File: src/rtl/line_buf_pingpong_ctrl.sv
// Ping-pong line buffer controller: stores video lines alternately in the two
// halves of a simple dual-port RAM and streams finished lines out over valid/ready.
module line_buf_pingpong_ctrl #(
    parameter int ADDR_WIDTH = 11,
    parameter int DATA_WIDTH = 24,
    parameter int LINE_MAX   = 2 ** (ADDR_WIDTH - 1)
) (
    input  logic                  clk,
    input  logic                  rst,
    input  logic                  in_vs,
    input  logic                  in_de,
    input  logic [DATA_WIDTH-1:0] in_data,
    output logic [DATA_WIDTH-1:0] out_data,
    output logic                  out_valid,
    output logic                  out_last,
    input  logic                  out_ready,
    output logic                  ram_wr_en,
    output logic [ADDR_WIDTH-1:0] ram_wr_addr,
    output logic [DATA_WIDTH-1:0] ram_wr_data,
    output logic [ADDR_WIDTH-1:0] ram_rd_addr,
    input  logic [DATA_WIDTH-1:0] ram_rd_data,
    output logic                  ovf_flag,
    output logic                  trunc_flag
);
    localparam int CW = ADDR_WIDTH - 1;
    localparam logic [ADDR_WIDTH-1:0] LMAX = ADDR_WIDTH'(LINE_MAX);

    typedef enum logic [1:0] {S_IDLE, S_READ, S_DRAIN} rd_state_e;

    rd_state_e             state_q, state_d;
    logic                  vs_d_q, de_d_q;
    logic                  accepting_q, accepting_d;
    logic [ADDR_WIDTH-1:0] col_q, col_d;
    logic                  wr_bank_q, wr_bank_d;
    logic                  rd_bank_q, rd_bank_d;
    logic [1:0]            bank_full_q, bank_full_d;
    logic [ADDR_WIDTH-1:0] len_q [2];
    logic                  len_we;
    logic [ADDR_WIDTH-1:0] rd_len_q, rd_len_d;
    logic [CW-1:0]         rd_cnt_q, rd_cnt_d;
    logic                  inflight_q, inflight_d;
    logic                  inflight_last_q, inflight_last_d;
    logic [1:0]            skid_cnt_q, skid_cnt_d;
    logic [DATA_WIDTH-1:0] skid_data_q [2];
    logic [DATA_WIDTH-1:0] skid_data_d [2];
    logic [1:0]            skid_last_q, skid_last_d;
    logic                  ovf_q, ovf_d;
    logic                  trunc_q, trunc_d;

    logic                  vs_rise, line_start, line_end, acc_now;
    logic [ADDR_WIDTH-1:0] col_now;
    logic                  pop, rd_issue;
    logic [1:0]            occupancy;

    // The first pixel of a line is written in the same cycle its in_de edge is seen.
    always_comb begin
        vs_rise     = in_vs & ~vs_d_q;
        line_start  = in_de & ~de_d_q & ~vs_rise;
        line_end    = ~in_de & de_d_q;
        acc_now     = line_start ? ~bank_full_q[wr_bank_q] : (accepting_q & ~vs_rise);
        col_now     = line_start ? '0 : col_q;
        ram_wr_en   = in_de & acc_now & (col_now < LMAX);
        ram_wr_addr = {wr_bank_q, col_now[CW-1:0]};
        ram_wr_data = in_data;
    end

    always_comb begin
        // NOTE: every signal driven here gets a default first, so no path can leave one unassigned and infer a latch.
        state_d         = state_q;
        accepting_d     = accepting_q;
        col_d           = col_q;
        wr_bank_d       = wr_bank_q;
        rd_bank_d       = rd_bank_q;
        bank_full_d     = bank_full_q;
        len_we          = 1'b0;
        rd_len_d        = rd_len_q;
        rd_cnt_d        = rd_cnt_q;
        skid_cnt_d      = skid_cnt_q;
        skid_data_d     = skid_data_q;
        skid_last_d     = skid_last_q;
        ovf_d           = ovf_q;
        trunc_d         = trunc_q;

        if (line_start) begin
            accepting_d = ~bank_full_q[wr_bank_q];
            if (bank_full_q[wr_bank_q]) ovf_d = 1'b1;
        end
        if (in_de && acc_now) begin
            if (col_now == LMAX) trunc_d = 1'b1;
            else                 col_d   = col_now + 1'b1;
        end
        if (line_end && accepting_q && !vs_rise) begin
            len_we                 = 1'b1;
            bank_full_d[wr_bank_q] = 1'b1;
            wr_bank_d              = ~wr_bank_q;
            accepting_d            = 1'b0;
        end

        // Issue only when the pixel is guaranteed a skid slot, counting this cycle's pop.
        pop             = out_valid & out_ready;
        occupancy       = skid_cnt_q - {1'b0, pop} + {1'b0, inflight_q};
        rd_issue        = (state_q == S_READ) && (occupancy < 2'd2) && !vs_rise;
        inflight_d      = rd_issue;
        inflight_last_d = rd_issue && ({1'b0, rd_cnt_q} == rd_len_q - 1'b1);

        case (state_q)
            S_IDLE: begin
                if (bank_full_q[rd_bank_q]) begin
                    state_d  = S_READ;
                    rd_cnt_d = '0;
                    rd_len_d = len_q[rd_bank_q];
                end
            end
            S_READ: begin
                if (rd_issue) begin
                    rd_cnt_d = rd_cnt_q + 1'b1;
                    if (inflight_last_d) state_d = S_DRAIN;
                end
            end
            S_DRAIN: begin
                if (skid_cnt_q == 2'd0 && !inflight_q) begin
                    bank_full_d[rd_bank_q] = 1'b0;
                    rd_bank_d              = ~rd_bank_q;
                    state_d                = S_IDLE;
                end
            end
            default: state_d = S_IDLE;
        endcase

        case ({inflight_q, pop})
            2'b10: begin
                skid_data_d[skid_cnt_q[0]] = ram_rd_data;
                skid_last_d[skid_cnt_q[0]] = inflight_last_q;
                skid_cnt_d                 = skid_cnt_q + 2'd1;
            end
            2'b01: begin
                skid_data_d[0] = skid_data_q[1];
                skid_last_d[0] = skid_last_q[1];
                skid_cnt_d     = skid_cnt_q - 2'd1;
            end
            2'b11: begin
                if (skid_cnt_q == 2'd1) begin
                    skid_data_d[0] = ram_rd_data;
                    skid_last_d[0] = inflight_last_q;
                end else begin
                    skid_data_d[0] = skid_data_q[1];
                    skid_last_d[0] = skid_last_q[1];
                    skid_data_d[1] = ram_rd_data;
                    skid_last_d[1] = inflight_last_q;
                end
            end
            default: ;
        endcase

        if (vs_rise) begin
            state_d         = S_IDLE;
            bank_full_d     = '0;
            wr_bank_d       = 1'b0;
            rd_bank_d       = 1'b0;
            accepting_d     = 1'b0;
            inflight_d      = 1'b0;
            inflight_last_d = 1'b0;
            skid_cnt_d      = '0;
        end
    end

    // NOTE: registers use non-blocking assignments so each one samples pre-edge values regardless of statement order.
    always_ff @(posedge clk) begin
        if (rst) begin
            state_q         <= S_IDLE;
            vs_d_q          <= 1'b0;
            de_d_q          <= 1'b0;
            accepting_q     <= 1'b0;
            col_q           <= '0;
            wr_bank_q       <= 1'b0;
            rd_bank_q       <= 1'b0;
            bank_full_q     <= '0;
            rd_len_q        <= '0;
            rd_cnt_q        <= '0;
            inflight_q      <= 1'b0;
            inflight_last_q <= 1'b0;
            skid_cnt_q      <= '0;
            skid_data_q     <= '{default: '0};
            skid_last_q     <= '0;
            ovf_q           <= 1'b0;
            trunc_q         <= 1'b0;
        end else begin
            state_q         <= state_d;
            vs_d_q          <= in_vs;
            de_d_q          <= in_de;
            accepting_q     <= accepting_d;
            col_q           <= col_d;
            wr_bank_q       <= wr_bank_d;
            rd_bank_q       <= rd_bank_d;
            bank_full_q     <= bank_full_d;
            rd_len_q        <= rd_len_d;
            rd_cnt_q        <= rd_cnt_d;
            inflight_q      <= inflight_d;
            inflight_last_q <= inflight_last_d;
            skid_cnt_q      <= skid_cnt_d;
            skid_data_q     <= skid_data_d;
            skid_last_q     <= skid_last_d;
            ovf_q           <= ovf_d;
            trunc_q         <= trunc_d;
        end
    end

    // NOTE: a length is always written before its bank_full bit rises, so this storage needs no reset.
    always_ff @(posedge clk) begin
        if (len_we) len_q[wr_bank_q] <= col_q;
    end

    assign out_data    = skid_data_q[0];
    assign out_valid   = (skid_cnt_q != 2'd0);
    assign out_last    = out_valid & skid_last_q[0];
    assign ram_rd_addr = {rd_bank_q, rd_cnt_q};
    assign ovf_flag    = ovf_q;
    assign trunc_flag  = trunc_q;

endmodule

File: config.mk
export PLATFORM = sky130hd
export DESIGN_NAME = line_buf_pingpong_ctrl
export DESIGN_NICKNAME = d
export VERILOG_FILES = /design/src/rtl/line_buf_pingpong_ctrl.sv
export SDC_FILE = /design/constraint.sdc
export NUM_CORES = 1
export LEC_CHECK = 0
export ABC_AREA = 1
export BUFFER_PORTS_ARGS = -buffer_cell sky130_fd_sc_hd__buf_4
export CAP_MARGIN = 25
export CORE_ASPECT_RATIO = 1.1
export CORE_MARGIN = 5
export CORE_UTILIZATION = 59
export CTS_BUF_LIST = sky130_fd_sc_hd__clkbuf_16
export DETAILED_ROUTE_END_ITERATION = 6
export GPL_ROUTABILITY_DRIVEN = 0
export HOLD_SLACK_MARGIN = 0.05
export PLACE_DENSITY = 0.94
export SLEW_MARGIN = 20
export SYNTH_ARGS = -nofsm -noshare
export SYNTH_HDL_FRONTEND = slang
export SYNTH_SLANG_ARGS = --single-unit
File: constraint.sdc
create_clock -name clk -period 3.5 [get_ports clk]
set_input_delay 0.35 -clock clk [delete_from_list [all_inputs] [get_ports clk]]
set_output_delay 0.35 -clock clk [all_outputs]
set_load 0.01 [all_outputs]
* Yosys cells after proc, flatten, opt, wreduce, memory -nomap -nowiden
Memories as Yosys holds them, arrays and structs flattened. A register that Yosys moved wholly into a read port is not among the register bits. Cells that the tools add are included.
Word-level totals: register bits after elaboration 86, memory bits (writable) 22, input port bits 53, output and inout port bits 75, memories kept 1
Memories:
- len_q | depth 2, bits a word 11, read ports 1, clocked after Yosys merged registers in 1, write ports 1, line 37 | logic [ADDR_WIDTH-1:0] len_q [2];
Cells by class: add/sub/neg operators 7, $lt $le $gt $ge 10, equal/unequal tests 13, muxes and demuxes 39, bitwise gates (word level) 21, reductions and logical operators 30
Operators by type and width (number):
- $mux 24 | 3
- $pmux 24 s3 | 1
- $bwmux 48 | 1
- $pmux 24 s2 | 1
- $demux 24 s1 | 1
- $mux 10 | 2
- $pmux 10 s2 | 1
- $mux 2 | 7
- $mux 1 | 13
- $reduce_and 2->1 | 6
- $add 11x1->11 const B | 1
- $eq 10x11->1 | 1
- $eq 11x11->1 const B | 1
- $logic_and 1x1->1 | 11
- $lt 11x11->1 const B | 1
- $mux 11 | 1
- $sub 11x1->11 const B | 1
- $add 10x1->10 const B | 1
- $and 1x1->1 | 9
- $ne 2x2->1 const B | 4
- $not 1->1 | 8
- $reduce_bool 2->1 | 4
- $eq 2x1->1 const B | 3
- $eq 2x2->1 const B | 3
- 27 further kinds | 35

* Longest topological paths before layout
depth after elaboration 11, gate-level depth with buffers 16

* Least setup slack after synthesis
Ideal clock, no wire load.
path type flip-flop to flip-flop, start register skid_cnt_q[0], end register rd_cnt_q[3], setup time 122 ps, arrival time 1971 ps, data required time 3378 ps, setup slack 1408 ps, cell stages (with the launch flop) 14, path through dfxtp_1 > inv_2 > ha_1 > inv_1 > nand2_1 > inv_1 > ha_1 > nor2_1 > a21oi_1 > nor2_2 > o21ai_2 > buf_6 > o21ai_0 > a21oi_1
Between the ends: longest elaborated chain between the ends 9
RTL lines:
- start: declaration | line 43 | logic [1:0] skid_cnt_q, skid_cnt_d;
- start signal: assignment | line 200 | skid_cnt_q <= skid_cnt_d;
- $reduce_bool 2->1 | line 214 | assign out_valid = (skid_cnt_q != 2'd0);
- named net out_valid | line 14 | output logic out_valid,
- $and 1x1->1 | line 100 | pop = out_valid & out_ready;
- $sub 2x1->2 | line 101 | occupancy = skid_cnt_q - {1'b0, pop} + {1'b0, inflight_q};
- $add 2x1->2 | line 101
- $lt 2x2->1 | line 102 | rd_issue = (state_q == S_READ) && (occupancy < 2'd2) && !vs_rise;
- $logic_and 1x1->1 (2 in a row) | line 102
- $ne 2x2->1 (no source line)
- $reduce_and 3->1 (no source line)
- end signal: assignment | line 197 | rd_cnt_q <= rd_cnt_d;
- end: declaration | line 40 | logic [CW-1:0] rd_cnt_q, rd_cnt_d;
The timed path passes the listed nets, and every way through them passes these cells. A chain may end at the register's enable or synchronous reset.

* Final worst setup path
start register skid_cnt_q[0], end register rd_cnt_q[5]
Between the ends: longest elaborated chain between the ends 9
RTL lines (line):
- $reduce_bool 2->1 | 214
- $and 1x1->1 | 100
- $sub 2x1->2 * | 101
- $add 2x1->2 * | 101
- $lt 2x2->1 * | 102
- $logic_and 1x1->1 * (2 in a row) | 102
- $ne 2x2->1 (no source line) *
- $reduce_and 3->1 (no source line) *
Every way passes the cells marked *; elsewhere a longest branch is shown, timed or not.

==> out/results.ini <==
[global_route]
grt_pass1_wl_um=22730
grt_max_degree=51
grt_usage_pct=22.79
antenna_found_initial=0
grt_pass1_vias=4829
overflow=0

[setup_path]
cpLargestDelayFamily=simple AND/OR/NAND/NOR gates
crit_fanout=12
critPathKind=register to register
slowest_delay_ns=0.51
path_cells=inv_2 -> ha_1 -> inv_1 -> nand2_1 -> inv_1 -> ha_1 -> nor2_1 -> nand3_1 -> nand2_1 -> nor2_2 -> o21ai_2 -> inv_1 -> nand3_1 -> nand2_1 -> a21oi_1
worstPathRequired_ns=3.85
crit_path_start_kind=register
cp_num_buf_inv=4
cp.arrival_ns=3.03
cp-end-kind=register
slowest_stage=dfxtp_1

[timing]
finalCriticalPeriod_ns=2.680
period_share_pct=76.57
fmax_ghz=0.3732
timing.final.ws_setup_ns=0.8202
slew_violations=0
rsz0062_at_grt=false
hold_viol_final=0
fin_skew_ns=0.007214
setup_viol_count_final=0
setup_tns_ns=0
tightest_slew_ns=0.6078
relSlewSlack_pct=59.44

[place]
place_ws_ns=0.8725
portBuffers=79
hpwl_um=9048
dp_cells=929

[cts]
cts.path.max_buffers=2
ctsResizeCount=0
clock_sinks=119
post_cts_buffers=0
cts_hold_buf=0
cts_buffers=17
cts_tree=done
clk_latency_ns=0.42
htreeDepth=4
clk_pin_slew_ns=0.06
cts_root_buffer=clkbuf_16

[synth]
avgSynthCellArea_sq_um=7.815
yosysSeqAreaShare_pct=42.47
yosys_warnings=0
async_flop_share_pct=0
yosys-top-cells-count=inv_1 (137), nand2_1 (120), dfxtp_1 (97)
ys.flop_type=dfxtp_1
synthesis.area_sq_um=6127
synth_most_common_cell=inv_1
synth_edf_count=22
synth_seq_cells=119
synth.largest_area_cell=dfxtp_1
netlist-cell-type-count=42
netlist_instances=784
yosys-top-cells-area=dfxtp_1 (32%), edfxtp_1 (11%), inv_1 (8.4%)
syn-num-nets=848
synth_top_area_share_pct=31.69

[pwr]
peakVddDrop_uv=380.0
p_leak_nw=3.161
pwr_density_cell_nw_per_um2=464.1
finalPower_mw=3.254

[cells_and_area]
final_layout_size_suffix_gt1_share_pct=18.78
final_cells=963
layout.nets=871
antenna_cells=0
syn_to_final_growth_pct=14.44

[die]
die-area_sq_um=12530
rows=39
fp.dieH_um=116.9
start_util_pct=59.51
die_w_um=107.2
io_pins=128
coreArea_sq_um=10300

[routing]
drc_errors=0
post_drt_via_cell_ratio=5.404
ant_nets=0
vias=5204
wirelength_um=13940
wl_per_cell_um=14.48
drt_pre_antenna_iters=5
drt_iter0_markers=450

[hold_path]
hold_class=input pin to register

[outcome]
outcome=completed

[run]
drv_cap=0

-- routing by layer --
metal,routed length [um],vias up,track usage [%],share of wire [%]
met5,0,-,0,0
met4,318,0,9.207,2.3
met3,1007,37,6.967,7.2
met2,6851,212,38.80,49
met1,5763,2396,27.04,41
li1,-,2559,-,-
-- metrics by stage --
stage               hold slack [ns]  util [%]  area, sq um
global route                 0.1627     68.10         7012
detailed placement           0.4460     62.44         6429
floorplan                    0.4297         -         6127
CTS                          0.1532     67.95         6997
finish                       0.1645     68.10         7012
global placement             0.4409     62.44         6429
-- sequential cells by signal, indices dropped and copies added (netlist names), 2 cells and up --
register / flops
rd_len_q: 11
rd_cnt_q: 10
skid_data_q: 24
len_q: 22
out_data: 24
skid_last_q: 2
col_q: 11
skid_cnt_q: 2
bank_full_q: 2
state_q: 2
-- logic make-up (layout without fill, tap and decap cells) --
group	Yosys count	after routing	synth area share, %
AO/OA/AOI/OAI	178	178	18.24
XOR/XNOR	14	14	2.001
adder cells (fa/ha/maj)	11	11	2.246
buffers and inverters	226	262	17.54
flip-flops	119	119	42.47
AND/OR/NAND/NOR	236	236	17.50
-- area by class of cell --
type	instances	area, sq um
fill	754	3284
sequential	119	2603
multi-input combinational	439	2476
timing repair buffer	86	645.6
inverter	144	540.5
clock buffer	17	425.4
tap	143	178.9
clock inverter	15	142.6
-- cells in the final DEF (no fill, tap or decap), drive strengths merged, types with 9 or more instances in the layout --
master  count
ha         11
nor3        9
edfxtp     22
a21oi      50
nand3      23
o21ai      58
nand2     126
a31oi      12
clkbuf     17
o221ai     25
nor2       67
o211ai     25
buf        86
dfxtp      97
inv       150
-- power by group --
| group | switching, mW | leakage, nW | internal [mW] |
|---|---|---|---|
| clock | 0.679 | 0.277 | 0.990 |
| sequential | 0.0176 | 0.993 | 1.41 |
| combinational | 0.0970 | 1.89 | 0.0635 |
| total | 0.794 | 3.16 | 2.46 |
-- worst reg2reg max path: stages (launching register included) --
cell	delay, ns
dfxtp_1	0.51
inv_2	0.10
ha_1	0.25
inv_1	0.11
nand2_1	0.10
inv_1	0.11
ha_1	0.23
nor2_1	0.14
nand3_1	0.08
nand2_1	0.08
nor2_2	0.06
o21ai_2	0.36
inv_1	0.22
nand3_1	0.11
nand2_1	0.05
a21oi_1	0.10
-- worst paths after layout --
path,to,depth (start not counted),from,slack (ns)
max reg2reg,rd_cnt_q[5],15,skid_cnt_q[0],0.82
min,vs_d_q,3,in_vs,0.16
max,rd_cnt_q[5],15,skid_cnt_q[0],0.82
min reg2reg,ovf_flag,2,ovf_flag,0.45
Note: power is estimated with default switching activity, not from simulation.
